--- src/rtl/afu_port_reset_pkg.sv ---
// Shared types and width helper for the AFU per-port reset sequencer.
package afu_port_reset_pkg;

  typedef enum logic [1:0] {
    ST_HOLD     = 2'd0,
    ST_WAIT_REL = 2'd1,
    ST_ACTIVE   = 2'd2,
    ST_QUIESCE  = 2'd3
  } t_port_rst_state;

  localparam int unsigned STATE_W = 32'd2;

  // Width of a counter that must be able to hold max_val itself.
  function automatic int unsigned cnt_width(input int unsigned max_val);
    return (max_val < 32'd1) ? 32'd1 : $clog2(max_val + 32'd1);
  endfunction

endpackage

--- src/rtl/afu_port_reset_fsm.sv ---
// One AFU port: soft-reset synchronizer, HOLD/WAIT_REL/ACTIVE/QUIESCE FSM, hold counter.
// AFU_PORT_RST_QUIESCE_TIMEOUT_EN adds a QUIESCE timeout with a sticky flag.
module afu_port_reset_fsm
  import afu_port_reset_pkg::*;
#(
  parameter int unsigned SYNC_STAGES = 2,
  parameter int unsigned HOLD_CYCLES = 16
`ifdef AFU_PORT_RST_QUIESCE_TIMEOUT_EN
  , parameter int unsigned QUIESCE_TIMEOUT = 1024
`endif
) (
  input  logic clk,
  input  logic rst,
  input  logic soft_rst_n,
  input  logic quiesce_ack,
  input  logic grant,
  output logic rel_req,
  output logic quiesce_req,
  output logic port_rst_n,
  output logic port_active
`ifdef AFU_PORT_RST_QUIESCE_TIMEOUT_EN
  , output logic quiesce_timeout
`endif
);

  localparam int unsigned HOLD_W = cnt_width(HOLD_CYCLES);
  localparam logic [HOLD_W-1:0] HOLD_MAX  = HOLD_W'(HOLD_CYCLES);
  localparam logic [HOLD_W-1:0] HOLD_LAST = HOLD_W'(HOLD_CYCLES - 32'd1);
  localparam logic [HOLD_W-1:0] HOLD_ONE  = HOLD_W'(32'd1);

`ifdef AFU_PORT_RST_QUIESCE_TIMEOUT_EN
  localparam int unsigned TMO_W = cnt_width(QUIESCE_TIMEOUT);
  localparam logic [TMO_W-1:0] TMO_LAST = TMO_W'(QUIESCE_TIMEOUT - 32'd1);
  localparam logic [TMO_W-1:0] TMO_ONE  = TMO_W'(32'd1);
  logic [TMO_W-1:0] tmo_cnt_r;
`endif

  logic [SYNC_STAGES-1:0] sync_r;
  logic [HOLD_W-1:0]      hold_cnt_r;
  t_port_rst_state        state_r;
  logic                   synced_s;
  logic                   hold_done_s;

  assign synced_s = sync_r[SYNC_STAGES-1];
  // Exit on the edge the count reaches HOLD_CYCLES so the earliest grant lands HOLD_CYCLES+1 after entry.
  assign hold_done_s = (hold_cnt_r >= HOLD_LAST);
  assign rel_req = (state_r == ST_WAIT_REL);

  // Synchronizer, per-port state machine and its registered outputs.
  always_ff @(posedge clk) begin
    if (rst) begin
      sync_r      <= '0;
      state_r     <= ST_HOLD;
      hold_cnt_r  <= '0;
      quiesce_req <= 1'b0;
      port_rst_n  <= 1'b0;
      port_active <= 1'b0;
`ifdef AFU_PORT_RST_QUIESCE_TIMEOUT_EN
      tmo_cnt_r       <= '0;
      quiesce_timeout <= 1'b0;
`endif
    end else begin
      sync_r <= {sync_r[SYNC_STAGES-2:0], soft_rst_n};
      if ((state_r == ST_HOLD) && (hold_cnt_r != HOLD_MAX)) begin
        hold_cnt_r <= hold_cnt_r + HOLD_ONE;
      end
      case (state_r)
        ST_HOLD: begin
          if (hold_done_s && synced_s) begin
            state_r <= ST_WAIT_REL;
          end
        end
        ST_WAIT_REL: begin
          if (grant) begin
            state_r     <= ST_ACTIVE;
            port_rst_n  <= 1'b1;
            port_active <= 1'b1;
          end else if (!synced_s) begin
            state_r    <= ST_HOLD;
            hold_cnt_r <= '0;
          end
        end
        ST_ACTIVE: begin
          if (!synced_s) begin
            state_r     <= ST_QUIESCE;
            port_active <= 1'b0;
            quiesce_req <= 1'b1;
`ifdef AFU_PORT_RST_QUIESCE_TIMEOUT_EN
            tmo_cnt_r <= '0;
`endif
          end
        end
        ST_QUIESCE: begin
          // Reset is committed here: a returning soft request does not abort the drain.
          if (quiesce_ack) begin
            state_r     <= ST_HOLD;
            hold_cnt_r  <= '0;
            quiesce_req <= 1'b0;
            port_rst_n  <= 1'b0;
`ifdef AFU_PORT_RST_QUIESCE_TIMEOUT_EN
          end else if (tmo_cnt_r == TMO_LAST) begin
            state_r         <= ST_HOLD;
            hold_cnt_r      <= '0;
            quiesce_req     <= 1'b0;
            port_rst_n      <= 1'b0;
            quiesce_timeout <= 1'b1;
          end else begin
            tmo_cnt_r <= tmo_cnt_r + TMO_ONE;
`endif
          end
        end
        default: begin
          state_r     <= ST_HOLD;
          hold_cnt_r  <= '0;
          quiesce_req <= 1'b0;
          port_rst_n  <= 1'b0;
          port_active <= 1'b0;
        end
      endcase
    end
  end

endmodule

--- src/rtl/afu_port_reset_seq.sv ---
// Per-port AFU reset sequencer: one FSM per port plus a shared staggered release arbiter.
// AFU_PORT_RST_QUIESCE_TIMEOUT_EN enables the QUIESCE timeout and the quiesce_timeout port.
module afu_port_reset_seq
  import afu_port_reset_pkg::*;
#(
  parameter int unsigned NUM_PORTS      = 1,
  parameter int unsigned SYNC_STAGES    = 2,
  parameter int unsigned HOLD_CYCLES    = 16,
  parameter int unsigned STAGGER_CYCLES = 4
`ifdef AFU_PORT_RST_QUIESCE_TIMEOUT_EN
  , parameter int unsigned QUIESCE_TIMEOUT = 1024
`endif
) (
  input  logic                 clk,
  input  logic                 rst,
  input  logic [NUM_PORTS-1:0] port_soft_rst_n,
  input  logic [NUM_PORTS-1:0] port_quiesce_ack,
  output logic [NUM_PORTS-1:0] port_quiesce_req,
  output logic [NUM_PORTS-1:0] port_rst_n,
  output logic [NUM_PORTS-1:0] port_active
`ifdef AFU_PORT_RST_QUIESCE_TIMEOUT_EN
  , output logic [NUM_PORTS-1:0] quiesce_timeout
`endif
);

  localparam int unsigned GAP_W = cnt_width(STAGGER_CYCLES);
  localparam logic [GAP_W-1:0] GAP_LOAD = GAP_W'(STAGGER_CYCLES);
  localparam logic [GAP_W-1:0] GAP_ONE  = GAP_W'(32'd1);
  localparam logic [NUM_PORTS-1:0] PORT_ONE = NUM_PORTS'(32'd1);

  logic [NUM_PORTS-1:0] rel_req_s;
  logic [NUM_PORTS-1:0] grant_s;
  logic [GAP_W-1:0]     gap_cnt_r;
  logic                 gap_free_s;

  // A count of 1 expires on this edge, so a grant is allowed exactly STAGGER_CYCLES after the last.
  assign gap_free_s = (gap_cnt_r <= GAP_ONE);

  // Lowest-index requester wins, isolated as the lowest set bit.
  always_comb begin
    grant_s = '0;
    if (gap_free_s) begin
      grant_s = rel_req_s & (~rel_req_s + PORT_ONE);
    end else begin
      grant_s = '0;
    end
  end

  // Stagger gap counter: reload on each grant, count down to zero and hold.
  always_ff @(posedge clk) begin
    if (rst) begin
      gap_cnt_r <= '0;
    end else if (|grant_s) begin
      gap_cnt_r <= GAP_LOAD;
    end else if (gap_cnt_r != '0) begin
      gap_cnt_r <= gap_cnt_r - GAP_ONE;
    end
  end

  for (genvar k = 0; k < NUM_PORTS; k++) begin : g_port
    afu_port_reset_fsm #(
      .SYNC_STAGES (SYNC_STAGES),
      .HOLD_CYCLES (HOLD_CYCLES)
`ifdef AFU_PORT_RST_QUIESCE_TIMEOUT_EN
      , .QUIESCE_TIMEOUT (QUIESCE_TIMEOUT)
`endif
    ) u_fsm (
      .clk         (clk),
      .rst         (rst),
      .soft_rst_n  (port_soft_rst_n[k]),
      .quiesce_ack (port_quiesce_ack[k]),
      .grant       (grant_s[k]),
      .rel_req     (rel_req_s[k]),
      .quiesce_req (port_quiesce_req[k]),
      .port_rst_n  (port_rst_n[k]),
      .port_active (port_active[k])
`ifdef AFU_PORT_RST_QUIESCE_TIMEOUT_EN
      , .quiesce_timeout (quiesce_timeout[k])
`endif
    );
  end

endmodule

--- config.mk ---
export PLATFORM = sky130hd
export DESIGN_NAME = afu_port_reset_seq
export DESIGN_NICKNAME = d
export VERILOG_FILES = /design/src/rtl/afu_port_reset_pkg.sv /design/src/rtl/afu_port_reset_fsm.sv /design/src/rtl/afu_port_reset_seq.sv
export SDC_FILE = /design/constraint.sdc
export NUM_CORES = 1
export LEC_CHECK = 0
export CORE_MARGIN = 1.5
export CORE_UTILIZATION = 35
export CTS_CLUSTER_SIZE = 8
export DETAILED_ROUTE_END_ITERATION = 7
export PLACE_DENSITY_LB_ADDON = 0.15
export SETUP_SLACK_MARGIN = 0.4
export SYNTH_ARGS = -nofsm -noshare
export SYNTH_HDL_FRONTEND = slang
export SYNTH_HIERARCHICAL = 1
export SYNTH_SLANG_ARGS = --single-unit
--- constraint.sdc ---
create_clock -name clk -period 1.6 [get_ports clk]
set_input_delay 0.16 -clock clk [delete_from_list [all_inputs] [get_ports clk]]
set_output_delay 0.16 -clock clk [all_outputs]
set_load 0.1 [all_outputs]
; ---- After elaboration in Yosys (flattened, before gate mapping)
; Index checks and enable logic that the tools add are counted.
[classes]
add_sub_neg = 3
order_cmp = 2
n_eq_ne = 9
muxes = 21
bitwise_logic = 2
n_reduce_logical = 13
[op_table]
columns = cell, count
row1 = $mux 5, 4
row2 = $mux 2, 5
row3 = $pmux 5 s2, 1
row4 = $reduce_and 3->1, 3
row5 = $pmux 2 s4, 1
row6 = $reduce_bool 2->1, 4
row7 = $mux 3, 2
row8 = $ne 2x2->1 const B, 3
row9 = $pmux 1 s2, 3
row10 = $add 5x1->5 const B, 1
row11 = $ge 5x4->1 const B, 1
row12 = $mux 1, 5
row13 = $ne 5x5->1 const B, 1
row14 = $eq 2x2->1 const B, 2
row15 = $reduce_and 4->1, 1
row16 = $le 3x1->1 const B, 1
row17 = $ne 3x2->1 const B, 1
row18 = $reduce_bool 3->1, 1
row19 = $sub 3x1->3 const B, 1
row20 = $eq 2x1->1 const B, 1
row21 = $logic_and 1x1->1, 2
row22 = $logic_not 2->1, 1
row23 = $ne 2x1->1 const B, 1
row24 = $reduce_or 2->1, 1
row25 = 3 further kinds, 3
[word_totals]
ff_bits = 15
in_bits = 4
out_inout_bits = 3
word_cells = 58

; ---- Logic depth before layout (Yosys ltp)
; Gate-level depths: netlist of the first run.
[logic_depth]
word_depth = 7
mapped_depth = 7
ltp_nobuf = 7

; ---- Hierarchy
; Netlist of the first run, hierarchy kept.
[modules_own_cells]
columns = mod, n_inst, cells_each, area_per_inst_um2, seq_area_each_um2
row1 = afu_port_reset_fsm, 1, 70, 609.3, 240.2
row2 = afu_port_reset_seq, 1, 21, 192.7, 60.1

; ---- Least setup slack after synthesis of the first run
; Ideal clock, no wire load.
[synth_path]
kind = flip-flop to flip-flop
from = register gap_cnt_r[1]
to = register g_port[0].u_fsm.hold_cnt_r[4]
setup_time_ns = 0.139
arrival_time_ns = 1.551
t_required_ns = 1.461
slack_ns = -0.090
stages_incl_launch_ff = 7
n_path_buf = 0
period_less_slack_ns = 1.690
cell_sequence = dfxtp_1 inv_1 ha_1 o211a_4 or3_1 a21oi_1 a2111oi_0
[synth_between]
elab_chain_cells = 4
[synth_lines]
columns = element, line
row1 = start: declaration, afu_port_reset_seq.sv:33  ; logic [GAP_W-1:0] gap_cnt_r;
row2 = start signal: assignment, afu_port_reset_seq.sv:56  ; gap_cnt_r <= gap_cnt_r - GAP_ONE;
row3 = $le 3x1->1, afu_port_reset_seq.sv:37  ; assign gap_free_s = (gap_cnt_r <= GAP_ONE);
row4 = $mux 1, afu_port_reset_seq.sv:42  ; if (gap_free_s) begin
row5 = via grant_s, afu_port_reset_seq.sv:32  ; logic [NUM_PORTS-1:0] grant_s;
row6 = $mux 5, afu_port_reset_fsm.sv:74  ; if (grant) begin
row7 = $pmux 5 s2, afu_port_reset_fsm.sv:67  ; case (state_r)
row8 = end signal: assignment, afu_port_reset_fsm.sv:65  ; hold_cnt_r <= hold_cnt_r + HOLD_ONE;
row9 = end: declaration, afu_port_reset_fsm.sv:39  ; logic [HOLD_W-1:0] hold_cnt_r;
; The timed path passes the listed nets, and every way through them passes these cells.
; A chain may end at the register's enable or synchronous reset.

; ---- Worst setup path in the final report of the first run
; Ends and elaborated chain as after synthesis.

==> results of run 1 <==
registers in the layout, indices dropped and copies added, names as in the netlist, named ones only:
name,cells
g_port.u_fsm/port_active,1
g_port.u_fsm/port_rst_n,1
g_port.u_fsm/state_r,1
g_port.u_fsm/hold_cnt_r,5
g_port.u_fsm/quiesce_req,1
g_port.u_fsm/sync_r,2
gap_cnt_r,3
per-stage QoR:
stage	hold WS, ns	worst slack, ns
finish	0.4153	0.04103
global route	0.4278	-0.02546
CTS	0.4026	0.04469
detailed placement	0.4277	0.007948
global placement	0.4294	0.009476
floorplan	0.2294	0.09478
cell usage after synthesis, drive strengths merged, types with 2 or more instances:
cell type	n
dfxtp	15
nor2b	6
and3	2
nand2	3
or3	3
o21ai	7
nor2	7
a21oi	6
inv	10
ha	7
clkbuf	2
nor3	2
a211oi	4
nand3	2
how the worst max path moves through the flow:
stage / start / end / cells after the start
floorplan: g_port[0].u_fsm/hold_cnt_r[0] / g_port[0].u_fsm/hold_cnt_r[1] / 5
global placement: g_port[0].u_fsm/hold_cnt_r[0] / g_port[0].u_fsm/hold_cnt_r[1] / 5
detailed placement: g_port[0].u_fsm/hold_cnt_r[0] / g_port[0].u_fsm/hold_cnt_r[1] / 5
CTS: g_port[0].u_fsm/hold_cnt_r[0] / g_port[0].u_fsm/hold_cnt_r[1] / 5
global route: gap_cnt_r[1] / g_port[0].u_fsm/hold_cnt_r[4] / 7
finish: gap_cnt_r[1] / g_port[0].u_fsm/hold_cnt_r[4] / 7
where the power goes:
part | internal [mW] | total (mW) | switching (mW)
sequential | 0.430 | 0.479 | 0.0495
clock | 0.0933 | 0.227 | 0.134
combinational | 0.234 | 0.464 | 0.231
total | 0.757 | 1.17 | 0.414
final cells by class:
type / count / share of cell area [%]
Multi-Input combinational cell: 63 / 47.63
Sequential cell: 15 / 25.88
Timing Repair Buffer: 21 / 18.25
Inverter: 10 / 3.093
Tap cell: 28 / 2.887
Clock buffer: 3 / 1.856
Clock inverter: 1 / 0.4124
worst reg2reg max path, delay by kind of cell (launching register included):
family / cells / cell delay (ns)
buf+inv: 2 / 0.19
flops: 1 / 0.37
simple gates: 1 / 0.32
compound gates: 3 / 0.41
fa+ha+maj: 1 / 0.15
what timing repair did:
item | 4_1_cts | 5_1_grt
endpoints found under the hold margin | 0 | 0
pin swaps | 7 | 2
endpoints found under the setup margin | 12 | 13
buffers inserted | 6 | 3
resized for setup | 17 | 10
per-layer routing:
| metal | track usage, % | wire length [um] |
|---|---|---|
| met1 | 18.94 | 791 |
| met2 | 26.10 | 817 |
| met3 | 2.632 | 55 |
| met4 | 10.81 | 55 |
| met5 | 0 | 0 |
cell families (layout without fill, tap and decap cells):
group | after synthesis | after routing
AO/OA/AOI/OAI | 24 | 24
buffers and inverters | 13 | 35
XOR/XNOR | 1 | 1
flip-flops | 15 | 15
adder cells (fa/ha/maj) | 7 | 7
AND/OR/NAND/NOR | 31 | 31
==> results.txt, run 1 <==
most common cell after layout, fill and taps aside: buf_4
total core area: 0.002191 mm^2
Cell Chain, Critical Path: inv_2 > ha_4 > o211a_4 > or3_4 > a21oi_2 > buf_6 > a2111oi_2
post-synthesis cell area: 802.0 um^2
# rows: 17
crit-path max FO: 5
Num CTS Buffers: 3
distinct cell type count after synthesis: 30
fmax: 641.4 MHz
Die ar.: 0.002588 mm^2
WP buf/inv: 2
#FFs+latches synth: 15
required time of the critical path: 1.79 ns
fillers: 195
HP Start: port_soft_rst_n
Ys Warns: 6
most frequent cells in the layout: buf_4 (11), inv_1 (9), dfxtp_2 (8)
max-cap violations: 0
post-synthesis mux area share: 0%
CP endpoint kind: flop
Die W: 50.87 um
Final Setup Violations: 0
worst min path class: in -> reg
synth top area cells: dfxtp_1 (37%), ha_1 (11%), inv_1 (4.7%)
RSZ-0062 raised after global routing: true
antenna violations before repair: 0
area delta synth->final: 51.33%
register area share after synthesis: 37.44%
period utilisation layout: 97.44%
post-route cell area: 0.001214 mm^2
post-synth top area cell: dfxtp_1
FF-to-FF Start: gap_cnt_r[1]
clock latency on the worst-skew pair: 0.30 ns
hpwl dp: 1120 um
Tmin final: 1.559 ns
Simple-Gate Fraction of Synth Area: 22.31%
Most used DFF post-synth: dfxtp_1
Max transition margin: 77.74%
outcome: complete, no violations
synthesized net count: 102
CP Class: reg -> reg
H-tree levels: 1
xor/xnor share of the synthesized area: 1.092%
worst IR drop on VDD: 0.0005998 V
final hold viol count: 0
Ant. Diodes: 0
r2r setup slk: 0.04 ns
hold-fix buffers at CTS: 0
hold path depth: 2
first-pass GRT wire length: 3042 um
register area: 314.1 um^2
Congestion Overflow GR: 0
CP max stage cell: dfxtp_2
register clock-pin slew on the reported worst setup and hold paths: 0.10 ns
CTS root buf: clkbuf_4
CTS tree: built
total track usage: 15.89%
placed cell area: 994.7 um^2
vias in the first global route: 709
Nets: 125
total power: 1.171 mW
Total Routed Length: 1720 um
worst reg2reg path depth: 7
CTS sink count: 15
top cell type's share of synthesized area: 37.44%
Synth Area in Compound Gates: 21.22%
power density over cell area: 964.6 mW/mm^2
Max Clock Skew: 0.01161 ns
DRT iter0 DRCs: 12
largest net degree at the start of global routing: 11
clk buf depth: 2
WL per Instance: 12.20 um
Slew Limit Fails: 0
asr flop ratio synth: 0%
Vias/cell: 4.950
# IOs: 7
Largest stage delay, worst path: 0.37 ns
worst-margin pin slew: 0.3328 ns
detailed-route DRC error count: 0
largest family of logic cells by synthesized area: simple AND/OR/NAND/NOR gates
FF-to-FF End: g_port[0].u_fsm/hold_cnt_r[4]
Routed Antenna Nets: 0
gate count after technology mapping: 91
Die Y: 50.87 um
non-filler cells, final: 141
WP data arrival: 1.75 ns
layout cells sized above 1: 49.56%
Mean Syn Cell Area: 8.813 um^2
Post-Place Cells: 128
CP Launch Type: flop
Adder-Cell Fraction of Synth Area: 10.92%
port buffer count: 6
delay-heaviest family, CP: compound AO/OA/AOI/OAI gates
leakage power total: 0.4857 nW
initial core utilization: 36.61%
setup tns final: 0 ns
area of the multi-input gates: 578.1 um^2
detailed-route via count: 698
Worst Hold Path EP: g_port[0].u_fsm/sync_r[0]
fin util: 55.40%
1st-pass router iterations: 4
Post-synth EDFFs: 0
RePlAce Congestion: 0.7951
Note: power is estimated with default switching activity, not from simulation.
==> run 2: changes to the inputs <==
==> constraint.sdc (replaced) <==
create_clock -name clk -period 1.4 [get_ports clk]
set_input_delay 0.14 -clock clk [delete_from_list [all_inputs] [get_ports clk]]
set_output_delay 0.14 -clock clk [all_outputs]
set_load 0.1 [all_outputs]
==> results.txt, run 2 (synthesized netlist as in run 1, its figures left out) <==
RSZ-0062 raised after global routing: true (unchanged)
Max Clock Skew: 0.0009072 ns (was 0.01161 ns)
total core area: 0.002191 mm^2 (unchanged)
CP Class: reg -> reg (unchanged)
leakage power total: 0.4990 nW (was 0.4857 nW)
Vias/cell: 4.844 (was 4.950)
RePlAce Congestion: 0.7913 (was 0.7951)
CTS root buf: clkbuf_4 (unchanged)
DRT iter0 DRCs: 5 (was 12)
1st-pass router iterations: 3 (was 4)
WL per Instance: 12.12 um (was 12.20 um)
post-route cell area: 0.001271 mm^2 (was 0.001214 mm^2)
layout cells sized above 1: 56.30% (was 49.56%)
Post-Place Cells: 136 (was 128)
failing checks: negative setup slack
period utilisation layout: 110.6% (was 97.44%)
Routed Antenna Nets: 0 (unchanged)
# IOs: 7 (unchanged)
first-pass GRT wire length: 3174 um (was 3042 um)
non-filler cells, final: 147 (was 141)
Tmin final: 1.548 ns (was 1.559 ns)
crit-path max FO: 5 (unchanged)
antenna violations before repair: 0 (unchanged)
worst-margin pin slew: 0.3586 ns (was 0.3328 ns)
total track usage: 16.44% (was 15.89%)
Die W: 50.87 um (unchanged)
worst min path class: in -> reg (unchanged)
area delta synth->final: 58.50% (was 51.33%)
Num CTS Buffers: 3 (unchanged)
CTS tree: built (unchanged)
biggest regs: g_port.u_fsm/hold_cnt_r x5, gap_cnt_r x3, g_port.u_fsm/sync_r x2 (unchanged)
Final Setup Violations: 5 (was 0)
Congestion Overflow GR: 0 (unchanged)
power density over cell area: 1128 mW/mm^2 (was 964.6 mW/mm^2)
detailed-route DRC error count: 0 (unchanged)
CP endpoint kind: flop (unchanged)
final setup margin: -0.1479 ns (was 0.04103 ns)
clk buf depth: 2 (unchanged)
Total Routed Length: 1781 um (was 1720 um)
most frequent cells in the layout: buf_4 (18), inv_1 (7), dfxtp_1 (6) (was buf_4 (11), inv_1 (9), dfxtp_2 (8))
initial core utilization: 36.61% (unchanged)
fmax: 646.0 MHz (was 641.4 MHz)
port buffer count: 6 (unchanged)
CTS sink count: 15 (unchanged)
hpwl dp: 1253 um (was 1120 um)
total power: 1.435 mW (was 1.171 mW)
outcome: complete, but fails checks (was complete, no violations)
r2r setup slk: -0.15 ns (was 0.04 ns)
Slew Limit Fails: 0 (unchanged)
CP Launch Type: flop (unchanged)
Max transition margin: 76.10% (was 77.74%)
Die Y: 50.87 um (unchanged)
fillers: 202 (was 195)
H-tree levels: 1 (unchanged)
max-cap violations: 0 (unchanged)
fin util: 58.02% (was 55.40%)
WP data arrival: 1.70 ns (was 1.75 ns)
register clock-pin slew on the reported worst setup and hold paths: 0.09 ns (was 0.10 ns)
vias in the first global route: 744 (was 709)
largest net degree at the start of global routing: 11 (unchanged)
placed cell area: 0.001070 mm^2 (was 994.7 um^2)
detailed-route via count: 712 (was 698)
Ant. Diodes: 0 (unchanged)
required time of the critical path: 1.56 ns (was 1.79 ns)
worst IR drop on VDD: 0.0006903 V (was 0.0005998 V)
max FFs per register: 5 (unchanged)
Largest Register: g_port.u_fsm/hold_cnt_r (unchanged)
Nets: 131 (was 125)
Die ar.: 0.002588 mm^2 (unchanged)
# rows: 17 (unchanged)
final hold viol count: 0 (unchanged)
most common cell after layout, fill and taps aside: buf_4 (unchanged)
clock latency on the worst-skew pair: 0.28 ns (was 0.30 ns)
[run 2: changes by cell type in the layout (fill, tap and decap cells not counted), sizes merged]
cell and delta:
buf +6, clkbuf +1, clkinv -1
[run 2: final timing paths]
kind / startpoint / to / cells after the start
worst min-delay path: port_soft_rst_n / g_port[0].u_fsm/sync_r[0] / 2
worst min register to register: g_port[0].u_fsm/sync_r[0] / g_port[0].u_fsm/sync_r[1] / 1
worst max register to register: gap_cnt_r[1] / g_port[0].u_fsm/hold_cnt_r[4] / 7
worst max-delay path: gap_cnt_r[1] / g_port[0].u_fsm/hold_cnt_r[4] / 7
[run 2: worst max-delay path: stages, from the launching register on]
cell       delay [ns]
dfxtp_2          0.35
inv_2            0.05
ha_4             0.15
o211a_4          0.22
or3_4            0.32
a21oi_2          0.14
buf_6            0.14
a2111oi_2        0.05
[run 2: per-layer routing]
metal  GRT usage (%)  vias to the layer above  routed length [um]
met5               0                        -                   0
met4           6.757                        0                  12
met3           2.632                        2                  40
met2           28.29                        6                 870
met1           20.40                      329                 858
li1                -                      375                   -
[run 2: timing repair]
action,in CTS,in global routing
hold endpoints to repair,0,0
buffers inserted,4,3
hold buffers,0,0
setup endpoints to repair,13,16
resized for setup,15,17
pin swaps,7,4
[run 2: area by class of cell]
type / instances / area, um^2 / share of cell area (%)
Multi-Input combinational cell: 63 / 589.3 / 46.36
Sequential cell: 15 / 324.1 / 25.49
Timing Repair Buffer: 27 / 259.0 / 20.37
Inverter: 10 / 37.54 / 2.953
Tap cell: 28 / 35.03 / 2.756
Clock buffer: 4 / 26.28 / 2.067
[run 2: where the power goes]
part           internal, mW  total, mW  switching, mW
combinational         0.346      0.654          0.308
clock                 0.110      0.248          0.138
sequential            0.486      0.532         0.0464
total                 0.943       1.43          0.492
[run 2: per-stage QoR]
stage | worst slack, ns | TNS (ns) | hold WS (ns)
2_1_floorplan | -0.1052 | -0.4354 | 0.2094
3_3_place_gp | -0.1433 | -0.5919 | 0.4197
3_5_place_dp | -0.1954 | -0.6735 | 0.4322
4_1_cts | -0.1481 | -0.6429 | 0.3993
5_1_grt | -0.2035 | -1.037 | 0.4060
6_report | -0.1479 | -0.6611 | 0.4073
==> run 3: changes to the inputs <==
--- a/config.mk
+++ b/config.mk
@@ -9,6 +9,7 @@
 export CORE_UTILIZATION = 35
 export CTS_CLUSTER_SIZE = 8
 export DETAILED_ROUTE_END_ITERATION = 7
+export GPL_TIMING_DRIVEN = 0
 export PLACE_DENSITY_LB_ADDON = 0.15
 export SETUP_SLACK_MARGIN = 0.4
 export SYNTH_ARGS = -nofsm -noshare
==> results.txt, run 3 (synthesized netlist as in run 1, its figures left out) <==
Die W: 50.87 um (unchanged)
CP Class: reg -> reg (unchanged)
biggest regs: g_port.u_fsm/hold_cnt_r x5, gap_cnt_r x3, g_port.u_fsm/sync_r x2 (unchanged)
Sw Ratio: 35.00% (was 34.29%)
Final Setup Violations: 6 (was 5)
worst IR drop on VDD: 0.0008683 V (was 0.0006903 V)
Num CTS Buffers: 3 (unchanged)
total track usage: 15.96% (was 16.44%)
RSZ-0062 raised after global routing: true (unchanged)
clock latency on the worst-skew pair: 0.28 ns (about the same)
WL per Instance: 13.04 um (was 12.12 um)
total power: 1.366 mW (was 1.435 mW)
fillers: 216 (was 202)
detailed-route via count: 703 (was 712)
max FFs per register: 5 (unchanged)
HP Start: port_soft_rst_n (unchanged)
1st-pass router iterations: 5 (was 3)
detailed-route DRC error count: 0 (unchanged)
CTS sink count: 15 (unchanged)
max-cap violations: 0 (unchanged)
Critical Path Start: gap_cnt_r[1] (unchanged)
failing checks: negative setup slack (unchanged)
FF-to-FF Start: gap_cnt_r[1] (unchanged)
first-pass GRT wire length: 3001 um (was 3174 um)
required time of the critical path: 1.57 ns (was 1.56 ns)
CTS root buf: clkbuf_4 (unchanged)
Die Y: 50.87 um (unchanged)
total core area: 0.002191 mm^2 (unchanged)
initial core utilization: 36.61% (unchanged)
most common cell after layout, fill and taps aside: inv_1 (was buf_4)
outcome: complete, but fails checks (unchanged)
Logic pwr share: 42.1% (was 45.6%)
Vias/cell: 5.131 (was 4.844)
most frequent cells in the layout: inv_1 (8), dfxtp_1 (7), buf_4 (7) (was buf_4 (18), inv_1 (7), dfxtp_1 (6))
CP endpoint kind: flop (unchanged)
clk buf depth: 2 (unchanged)
power density over cell area: 1150 mW/mm^2 (was 1128 mW/mm^2)
DRT iter0 DRCs: 10 (was 5)
CP Launch Type: flop (unchanged)
internal power: 0.8882 mW (was 0.9426 mW)
Total Routed Length: 1786 um (was 1781 um)
Slew Limit Fails: 0 (unchanged)
leakage power total: 0.4566 nW (was 0.4990 nW)
Congestion Overflow GR: 0 (unchanged)
H-tree levels: 1 (unchanged)
fin util: 54.25% (was 58.02%)
port buffer count: 6 (unchanged)
hold-fix buffers at CTS: 0 (unchanged)
# rows: 17 (unchanged)
setup tns final: -0.8564 ns (was -0.6611 ns)
sequential power share: 39.5% (was 37.1%)
largest net degree at the start of global routing: 11 (unchanged)
antenna violations before repair: 0 (unchanged)
RePlAce Congestion: 0.7640 (was 0.7913)
worst hold slack: 0.3975 ns (was 0.4073 ns)
fmax: 636.2 MHz (was 646.0 MHz)
Nets: 121 (was 131)
worst-margin pin slew: 0.2527 ns (was 0.3586 ns)
final setup margin: -0.1717 ns (was -0.1479 ns)
Clock power frac: 18.5% (was 17.3%)
Routed Antenna Nets: 0 (unchanged)
vias in the first global route: 670 (was 744)
layout cells sized above 1: 46.79% (was 56.30%)
Ant. Diodes: 0 (unchanged)
Max transition margin: 82.98% (was 76.10%)
WP data arrival: 1.74 ns (was 1.70 ns)
Die ar.: 0.002588 mm^2 (unchanged)
final hold viol count: 0 (unchanged)
Max Clock Skew: 0.0007706 ns (was 0.0009072 ns)
# IOs: 7 (unchanged)
Largest Register: g_port.u_fsm/hold_cnt_r (unchanged)
NetSw: 0.4782 mW (was 0.4919 mW)
hpwl dp: 1079 um (was 1253 um)
crit-path max FO: 5 (unchanged)
worst min path class: in -> reg (unchanged)
register clock-pin slew on the reported worst setup and hold paths: 0.09 ns (about the same)
area delta synth->final: 48.21% (was 58.50%)
period utilisation layout: 112.3% (was 110.6%)
CTS tree: built (unchanged)
Tmin final: 1.572 ns (was 1.548 ns)
==> run 3: cell types whose count changed in the layout (fill, tap and decap cells not counted), moves of 2 or more <==
cell	change
buf_4	-11
a21oi_4	+2
ha_1	+3
ha_2	-2
a21oi_2	-3
==> run 3: per-layer routing <==
layer | routed length [um] | GRT usage (%) | up-vias
met5 | 0 | 0 | -
met4 | 28 | 8.108 | 0
met3 | 58 | 5.263 | 4
met2 | 878 | 27.63 | 10
met1 | 821 | 17.34 | 330
li1 | - | - | 359
==> run 3: layout make-up <==
| cell class | count | area [um^2] | area share, % |
|---|---|---|---|
| flip-flops and latches | 15 | 322.8 | 27.16 |
| repair buffers | 14 | 153.9 | 12.95 |
| multi-input cells | 63 | 583.1 | 49.05 |
| clock buffers | 4 | 26.28 | 2.211 |
| inverters | 10 | 37.54 | 3.158 |
| well taps | 28 | 35.03 | 2.947 |
| plain buffers | 3 | 30.03 | 2.526 |
==> run 3: repair_timing <==
| item | CTS | global route |
|---|---|---|
| buffers inserted | 6 | 2 |
| gates resized for setup | 40 | 13 |
| setup endpoints to repair | 17 | 16 |
| pin swaps | 6 | 9 |
==> run 3: power groups by stage <==
| stage | registers, mW | logic (mW) | clock network (mW) |
|---|---|---|---|
| CTS | 0.542 | 0.471 | 0.269 |
| global placement | 0.551 | 0.381 | 0 |
| floorplan | 0.582 | 0.286 | 0 |
| finish | 0.539 | 0.575 | 0.252 |
| global route | 0.551 | 0.628 | 0.285 |
| detailed placement | 0.553 | 0.393 | 0 |
==> run 3: critical path, cell delays in order (launching register included) <==
cell	delay (ns)
dfxtp_2	0.35
inv_2	0.05
ha_4	0.15
o211a_4	0.24
or3_4	0.34
a21oi_4	0.26
a211oi_1	0.08
==> run 3: per-stage QoR <==
step / instance area, um^2 / instances / setup slack, ns
global placement: 963.4 / 125 / -0.2627
floorplan: 868.3 / 91 / -0.1052
detailed placement: 963.4 / 125 / -0.2886
CTS: 1116 / 135 / -0.1831
global route: 1189 / 137 / -0.2203
finish: 1189 / 137 / -0.1717
==> run 3: worst paths after layout <==
path,endpoint,slack (ns),cells past startpoint
worst max register to register,g_port[0].u_fsm/hold_cnt_r[3],-0.17,6
worst min-delay path,g_port[0].u_fsm/sync_r[0],0.40,2
worst min register to register,g_port[0].u_fsm/sync_r[1],0.45,1
worst max-delay path,g_port[0].u_fsm/hold_cnt_r[3],-0.17,6
